[config.mk]
export PLATFORM = sky130hd
export DESIGN_NAME = bus_arbiter_rr_bcast_flat
export DESIGN_NICKNAME = d
export VERILOG_FILES = /design/src/rtl/bus_arbiter_rr_bcast_if.sv /design/src/rtl/bus_arbiter_rr_bcast.sv /design/src/flat_wrapper.sv
export SDC_FILE = /design/constraint.sdc
export NUM_CORES = 1
export LEC_CHECK = 0
export CAP_MARGIN = 30
export CORE_ASPECT_RATIO = 1.5
export CORE_UTILIZATION = 30
export CTS_CLUSTER_DIAMETER = 80
export DETAILED_ROUTE_END_ITERATION = 8
export PLACE_DENSITY_LB_ADDON = 0.08
export SYNTH_ARGS = -nofsm -noshare
export SYNTH_HDL_FRONTEND = slang
export SYNTH_SLANG_ARGS = --single-unit
[constraint.sdc]
create_clock -name clk -period 2.81 [get_ports clk]
set_input_delay 0.7025 -clock clk [delete_from_list [all_inputs] [get_ports clk]]
set_output_delay 0.7025 -clock clk [all_outputs]
set_load 0.01 [all_outputs]
[src/rtl/bus_arbiter_rr_bcast_if.sv]
// Shared-bus bundle: driver FIFO heads on one side, receiver ports on the other.
interface bus_arbiter_rr_bcast_if #(
  parameter int DRVRS   = 8,
  parameter int PCKG_SZ = 16
);
  logic [DRVRS-1:0]         pndng;
  logic [DRVRS*PCKG_SZ-1:0] D_pop;
  logic [DRVRS-1:0]         pop;
  logic [DRVRS-1:0]         full;
  logic [DRVRS-1:0]         push;
  logic [DRVRS*PCKG_SZ-1:0] D_push;

  modport master (input pndng, D_pop, full, output pop, push, D_push);
  modport slave  (output pndng, D_pop, full, input pop, push, D_push);
endinterface

[src/rtl/bus_arbiter_rr_bcast.sv]
// Shared-bus arbiter: moves one packet per transaction from a pending driver to its
// destination receiver (or all other receivers on broadcast), with drop and counters.
module bus_arbiter_rr_bcast #(
  parameter int         DRVRS     = 8,
  parameter int         PCKG_SZ   = 16,
  parameter logic [7:0] BROADCAST = 8'hFF,
  parameter int         CNT_W     = 16
) (
  input  logic                   clk,
  input  logic                   reset,
  input  logic                   mode,
  bus_arbiter_rr_bcast_if.master bus,
  output logic                   busy,
  output logic [7:0]             grant_id,
  output logic [CNT_W-1:0]       pkt_cnt,
  output logic [CNT_W-1:0]       drop_cnt
);
  localparam int IDX_W = $clog2(DRVRS);

  typedef enum logic [1:0] {IDLE, GRANT, DELIVER, DROP} state_t;
  state_t state, state_nxt;

  logic [IDX_W-1:0]         last_grant;
  logic [IDX_W-1:0]         grant_idx;
  logic [7:0]               winner;
  logic                     found;
  logic [5:0]               rr_pos;
  logic [PCKG_SZ-1:0]       d_pop_arr [DRVRS];
  logic [PCKG_SZ-1:0]       d_push_q  [DRVRS];
  logic [PCKG_SZ-1:0]       head;
  logic [PCKG_SZ-1:0]       pkt_q;
  logic [7:0]               head_dest;
  logic                     head_valid;
  logic [DRVRS-1:0]         mask_nxt;
  logic [DRVRS-1:0]         push_mask;
  logic [DRVRS-1:0]         pop_vec;
  logic [DRVRS-1:0]         push_vec;
  logic [DRVRS*PCKG_SZ-1:0] d_push_vec;

  assign grant_idx = grant_id[IDX_W-1:0];

  always_comb begin
    for (int i = 0; i < DRVRS; i++) d_pop_arr[i] = bus.D_pop[i*PCKG_SZ +: PCKG_SZ];
  end

  // Both searches walk from the far end so the preferred pending driver is written last.
  always_comb begin
    found  = |bus.pndng;
    winner = '0;
    rr_pos = '0;
    if (mode) begin
      for (int i = DRVRS-1; i >= 0; i--)
        if (bus.pndng[i]) winner = 8'(i);
    end else begin
      for (int k = DRVRS; k >= 1; k--) begin
        rr_pos = 6'(last_grant) + 6'(k);
        if (rr_pos >= 6'(DRVRS)) rr_pos = rr_pos - 6'(DRVRS);
        if (bus.pndng[rr_pos[IDX_W-1:0]]) winner = 8'(rr_pos);
      end
    end
  end

  // The receiver set is captured as a mask, so unicast and broadcast share one delivery path.
  always_comb begin
    head       = d_pop_arr[grant_idx];
    head_dest  = head[PCKG_SZ-1 -: 8];
    head_valid = 1'b1;
    mask_nxt   = '0;
    if (head_dest == BROADCAST) begin
      mask_nxt            = '1;
      mask_nxt[grant_idx] = 1'b0;
    end else if (head_dest < 8'(DRVRS)) begin
      mask_nxt[head_dest[IDX_W-1:0]] = 1'b1;
    end else begin
      head_valid = 1'b0;
    end
  end

  always_ff @(posedge clk) begin
    if (!reset) state <= IDLE;
    else        state <= state_nxt;
  end

  always_comb begin
    state_nxt = state;
    pop_vec   = '0;
    push_vec  = '0;
    case (state)
      IDLE: begin
        if (found) state_nxt = GRANT;
      end
      GRANT: begin
        pop_vec[grant_idx] = 1'b1;
        state_nxt          = head_valid ? DELIVER : DROP;
      end
      DELIVER: begin
        if ((bus.full & push_mask) == '0) begin
          push_vec  = push_mask;
          state_nxt = IDLE;
        end
      end
      DROP: begin
        state_nxt = IDLE;
      end
      default: begin
        state_nxt = IDLE;
      end
    endcase
  end

  always_ff @(posedge clk) begin
    if (!reset) begin
      grant_id   <= '0;
      last_grant <= IDX_W'(DRVRS-1);
      pkt_q      <= '0;
      push_mask  <= '0;
      pkt_cnt    <= '0;
      drop_cnt   <= '0;
      for (int j = 0; j < DRVRS; j++) d_push_q[j] <= '0;
    end else begin
      if (state == IDLE && found) grant_id <= winner;
      if (state == GRANT) begin
        last_grant <= grant_idx;
        pkt_q      <= head;
        push_mask  <= mask_nxt;
      end
      if (push_vec != '0) begin
        for (int j = 0; j < DRVRS; j++)
          if (push_vec[j]) d_push_q[j] <= pkt_q;
        if (pkt_cnt != '1) pkt_cnt <= pkt_cnt + CNT_W'(1);
      end
      if (state == DROP && drop_cnt != '1) drop_cnt <= drop_cnt + CNT_W'(1);
    end
  end

  // Pushed slices show the packet in the push cycle itself; the rest hold their last value.
  always_comb begin
    d_push_vec = '0;
    for (int j = 0; j < DRVRS; j++)
      d_push_vec[j*PCKG_SZ +: PCKG_SZ] = push_vec[j] ? pkt_q : d_push_q[j];
  end

  assign bus.pop    = pop_vec;
  assign bus.push   = push_vec;
  assign bus.D_push = d_push_vec;
  assign busy       = (state != IDLE);
endmodule

[src/flat_wrapper.sv]
// flat-port wrapper written by rule: the top's interface ports become plain ports
module bus_arbiter_rr_bcast_flat 
#(
  parameter int         DRVRS     = 8,
  parameter int         PCKG_SZ   = 16,
  parameter logic [7:0] BROADCAST = 8'hFF,
  parameter int         CNT_W     = 16
)
  (clk, reset, mode, busy, grant_id, pkt_cnt, drop_cnt, bus_pndng, bus_D_pop, bus_full, bus_pop, bus_push, bus_D_push);
  bus_arbiter_rr_bcast_if #(.DRVRS(DRVRS), .PCKG_SZ(PCKG_SZ)) bus_i ();
  input  logic clk;
  input  logic reset;
  input  logic mode;
  output logic busy;
  output logic [7:0] grant_id;
  output logic [CNT_W-1:0] pkt_cnt;
  output logic [CNT_W-1:0] drop_cnt;
  input wire logic [$bits(bus_i.pndng)-1:0] bus_pndng;
  input wire logic [$bits(bus_i.D_pop)-1:0] bus_D_pop;
  input wire logic [$bits(bus_i.full)-1:0] bus_full;
  output wire logic [$bits(bus_i.pop)-1:0] bus_pop;
  output wire logic [$bits(bus_i.push)-1:0] bus_push;
  output wire logic [$bits(bus_i.D_push)-1:0] bus_D_push;
  assign bus_i.pndng = bus_pndng;
  assign bus_i.D_pop = bus_D_pop;
  assign bus_i.full = bus_full;
  assign bus_pop = bus_i.pop;
  assign bus_push = bus_i.push;
  assign bus_D_push = bus_i.D_push;
  bus_arbiter_rr_bcast #(.DRVRS(DRVRS), .PCKG_SZ(PCKG_SZ), .BROADCAST(BROADCAST), .CNT_W(CNT_W)) u_core (.clk(clk), .reset(reset), .mode(mode), .bus(bus_i), .busy(busy), .grant_id(grant_id), .pkt_cnt(pkt_cnt), .drop_cnt(drop_cnt));
endmodule
==> reports/results.md <==
• status: finished, violations left
• violated checks: setup timing
• startpoint of the worst-slack reg-to-reg timing path: u_core.last_grant[0]
• setup repair after global routing missed its margin: true
• data required time at the worst endpoint: 2.11 ns
• cell depth of the worst min-delay path: 2
• launching element type of the critical path: primary input
• number of hold violations in the final report: 0
• most frequent cells in the layout: clkdlybuf4s50_1 (179), nor2_1 (148), buf_4 (135)
• Slew Viols, Final: 0
• detailed-router iteration count before antenna repair: 5
• initial core utilization: 0.306
• maximum clock path buffer count: 2
• post-synth design cell area: 11100 um^2
• number of rows in the core area: 85
• Cell Count Post-Placement: 1898
• Total Routed Length: 42500 um
• worst reg-to-reg path cell count: 9
• post-placement cell area: 15700 um^2
• share of final-layout standard cells stronger than drive strength 1: 0.355
• number of port buffers: 329
• reg-to-reg critical path endpoint: u_core.grant_id[4]
• library cell used as clock root buffer: clkbuf_16
• Clock Skews: 0.0135 ns
• YS warnings: 0
• layout-stage area growth over the synthesis result: 53.7%
• post-synthesis average cell area: 10.5 um^2
• antenna-violating nets left: 0
• CTS clock-pin slew for the worst setup and hold paths: 0.08 ns
• category of the worst setup path capture point: output port
• number of global-route vias before repair: 10000
• Max-Slew Margin vs Limit: 0.347
• Total Die Area: 37700 um^2
• number of design rule violations left after detail routing: 0
• dominant synthesized flop cell: edfxtp_1
• area share of the largest cell type after synthesis: 0.347
• Arr. time, crit path: 2.38 ns
• xor and xnor fraction of the mapped netlist area: 0.0119
• post-synthesis compound-gate area fraction: 0.0901
• Unique masters post-synth: 68
• initial antenna violation count: 2
• dominant combinational cell family by area after synthesis: multiplexers
• worst supply voltage drop on vdd: 0.406 mV
• library cell occupying the most area in the post-synthesis netlist: edfxtp_1
• timing-limited maximum frequency: 325 MHz
• Seq/Total Area, Yosys: 0.467
• height of the die: 237 um
• flop-to-flop setup slack: 0.19 ns
• power density over the cells: 477 nW/um^2
• Boundary Pins: 332
• global-route wire length before repair: 62600 um
• simple-gate portion of the synthesized area: 0.161
• worst-margin pin slew: 0.972 ns
• hold-critical path endpoint: u_core.pkt_cnt[10]
• Detailed Place HPWL: 31300 um
• final core area utilization: 0.470
• total via count after detailed routing: 9902
• worst-case setup margin in the final layout: -0.268 ns
• Cells after Synth: 1051
• post-route minimum period: 3.08 ns
• share of the clock period used by the worst path after layout: 1.10
• source-to-sink clock delay at the later pin of the worst-skew pair: 0.45 ns
• share of cell area taken by muxes after synthesis: 0.207
• die boundary width: 159 um
• final net count: 1638
• Design Area, Final: 17000 um^2
• most common cell after layout, fill and taps aside: clkdlybuf4s50_1
• hold path start: u_core.pkt_cnt[10]
• post-layout instance count excluding filler cells: 1973
• clock net sink count: 194
• area of the placeable core: 36200 um^2
• Synth Register Bits: 194
• CTS tree: done
• total gr overflow: 0
• Worst Path Max Fanout: 11
• routability congestion estimate: 0.856
• fraction of the mapped netlist area in adder cells: 0.0113
• H-Tree Depth: 4
• worst setup path category: primary input to output port
• Post-synth EDFFs: 128
• Max-cap violations: 0
• maximum number of pins on one net before global-route repair: 46
• number of buffers created by CTS: 17
• vias per cell: 5.02
• gr usage total: 0.222
• type of the worst min-delay path: flop to flop
• setup violators final: 133
• fraction of registers with async set/reset: 0
• top cells by area, synth: edfxtp_1 (35%), mux2_2 (14%), dfxtp_1 (12%)
• detail-routed net length per standard cell: 21.5 um
• leakage component of the power: 6.81 nW
• number of design-rule violations left by the first detailed-router iteration: 401
## how the worst max path moves through the flow
stage | start | endpoint | slack, ns | cells after the start
6_report | bus_full[7] | bus_D_push[19] | -0.27 | 9
4_1_cts | u_core.push_mask[2] | bus_D_push[72] | -0.28 | 8
5_1_grt | u_core.push_mask[2] | bus_D_push[55] | -0.31 | 9
3_3_place_gp | bus_full[1] | bus_D_push[34] | -0.95 | 9
3_5_place_dp | bus_full[1] | bus_D_push[66] | -0.95 | 9
2_1_floorplan | bus_full[1] | bus_D_push[14] | -0.03 | 8
## cell type report
| type | count | area [um^2] |
|---|---|---|
| Antenna cell | 1 | 2.50 |
| Clock buffer | 17 | 425 |
| Clock inverter | 15 | 144 |
| Fill cell | 3423 | 19200 |
| Inverter | 44 | 165 |
| Multi-Input combinational cell | 727 | 5510 |
| Sequential cell | 194 | 5170 |
| Tap cell | 478 | 598 |
| Timing Repair Buffer | 497 | 4990 |
## Yosys cell counts, types with 3 or more instances
library cell	instances
nor2_1	148
mux2_2	140
edfxtp_1	128
nand2_1	92
dfxtp_1	66
clkbuf_1	57
inv_1	42
a21oi_1	26
mux2i_1	22
mux4_2	22
nor3_1	21
o21ai_0	20
nand2b_1	17
buf_2	16
nand3_1	16
xnor2_1	13
and3_1	11
nor4_1	11
a221oi_1	10
a22oi_1	10
and2_1	10
ha_1	10
a211oi_1	9
a311oi_1	9
o211ai_1	9
o31ai_1	8
nand4_1	7
nor3b_1	7
or4_1	6
buf_1	5
buf_4	5
nor2b_1	5
nor4b_1	5
or3_1	5
a221o_1	4
and3b_1	4
and4_1	4
nand3b_1	4
buf_6	3
o211ai_2	3
o221ai_1	3
o22ai_1	3
o31a_1	3
## worst max-delay path, cell delays in order
cell	delay [ns]
dlygate4sd2_1	0.24
a22oi_1	0.13
and3_1	0.20
and2_4	0.18
buf_12	0.14
nand2_4	0.09
buf_12	0.16
mux2_2	0.30
clkdlybuf4s15_2	0.23
## power by group
part | total [mW] | switching [mW] | internal [mW]
registers | 3.38 | 0.195 | 3.18
logic | 2.33 | 1.17 | 1.16
clock network | 2.40 | 1.22 | 1.18
total | 8.11 | 2.59 | 5.52
## registers in the layout, indices dropped and copies added (netlist names)
signal	flops
u_core.pkt_q	16
u_core.push_mask	8
u_core.state	2
u_core.last_grant	3
u_core.drop_cnt	16
u_core.pkt_cnt	16
u_core.d_push_q	128
u_core.grant_id	5
## kinds of logic after synthesis
group,count (synthesis)
multiplexers,184
buffers and inverters,131
other,1
adder cells (fa/ha/maj),10
AO/OA/AOI/OAI,138
flip-flops,194
AND/OR/NAND/NOR,378
XOR/XNOR,15
## through the flow
stage	total power, mW	setup slack (ns)	setup TNS (ns)	hold slack (ns)
3_3_place_gp	5.76	-0.948	-139.51	0.473
3_5_place_dp	5.76	-0.948	-137.82	0.479
2_1_floorplan	4.54	-0.0277	-0.162	0.479
4_1_cts	8.19	-0.279	-24.36	0.494
5_1_grt	8.47	-0.307	-30.08	0.535
6_report	8.11	-0.268	-24.96	0.492
## routing by layer
metal	vias up	wire length [um]	global-route usage
met3	38	1870	0.0380
met4	2	791	0.0665
met2	283	23500	0.428
li1	4720	-	-
met1	4859	16300	0.245
met5	-	11	0
## what timing repair did
action | 4_1_cts | 5_1_grt
gates cloned | 9 | 2
resized for setup | 672 | 24
pin swaps | 9 | 5
hold buffers | 0 | 0
setup buffers | 26 | 5
endpoints found under the hold margin | 0 | 0
setup endpoints to repair | 142 | 139
No activity file was read; power rests on OpenSTA's default activity.
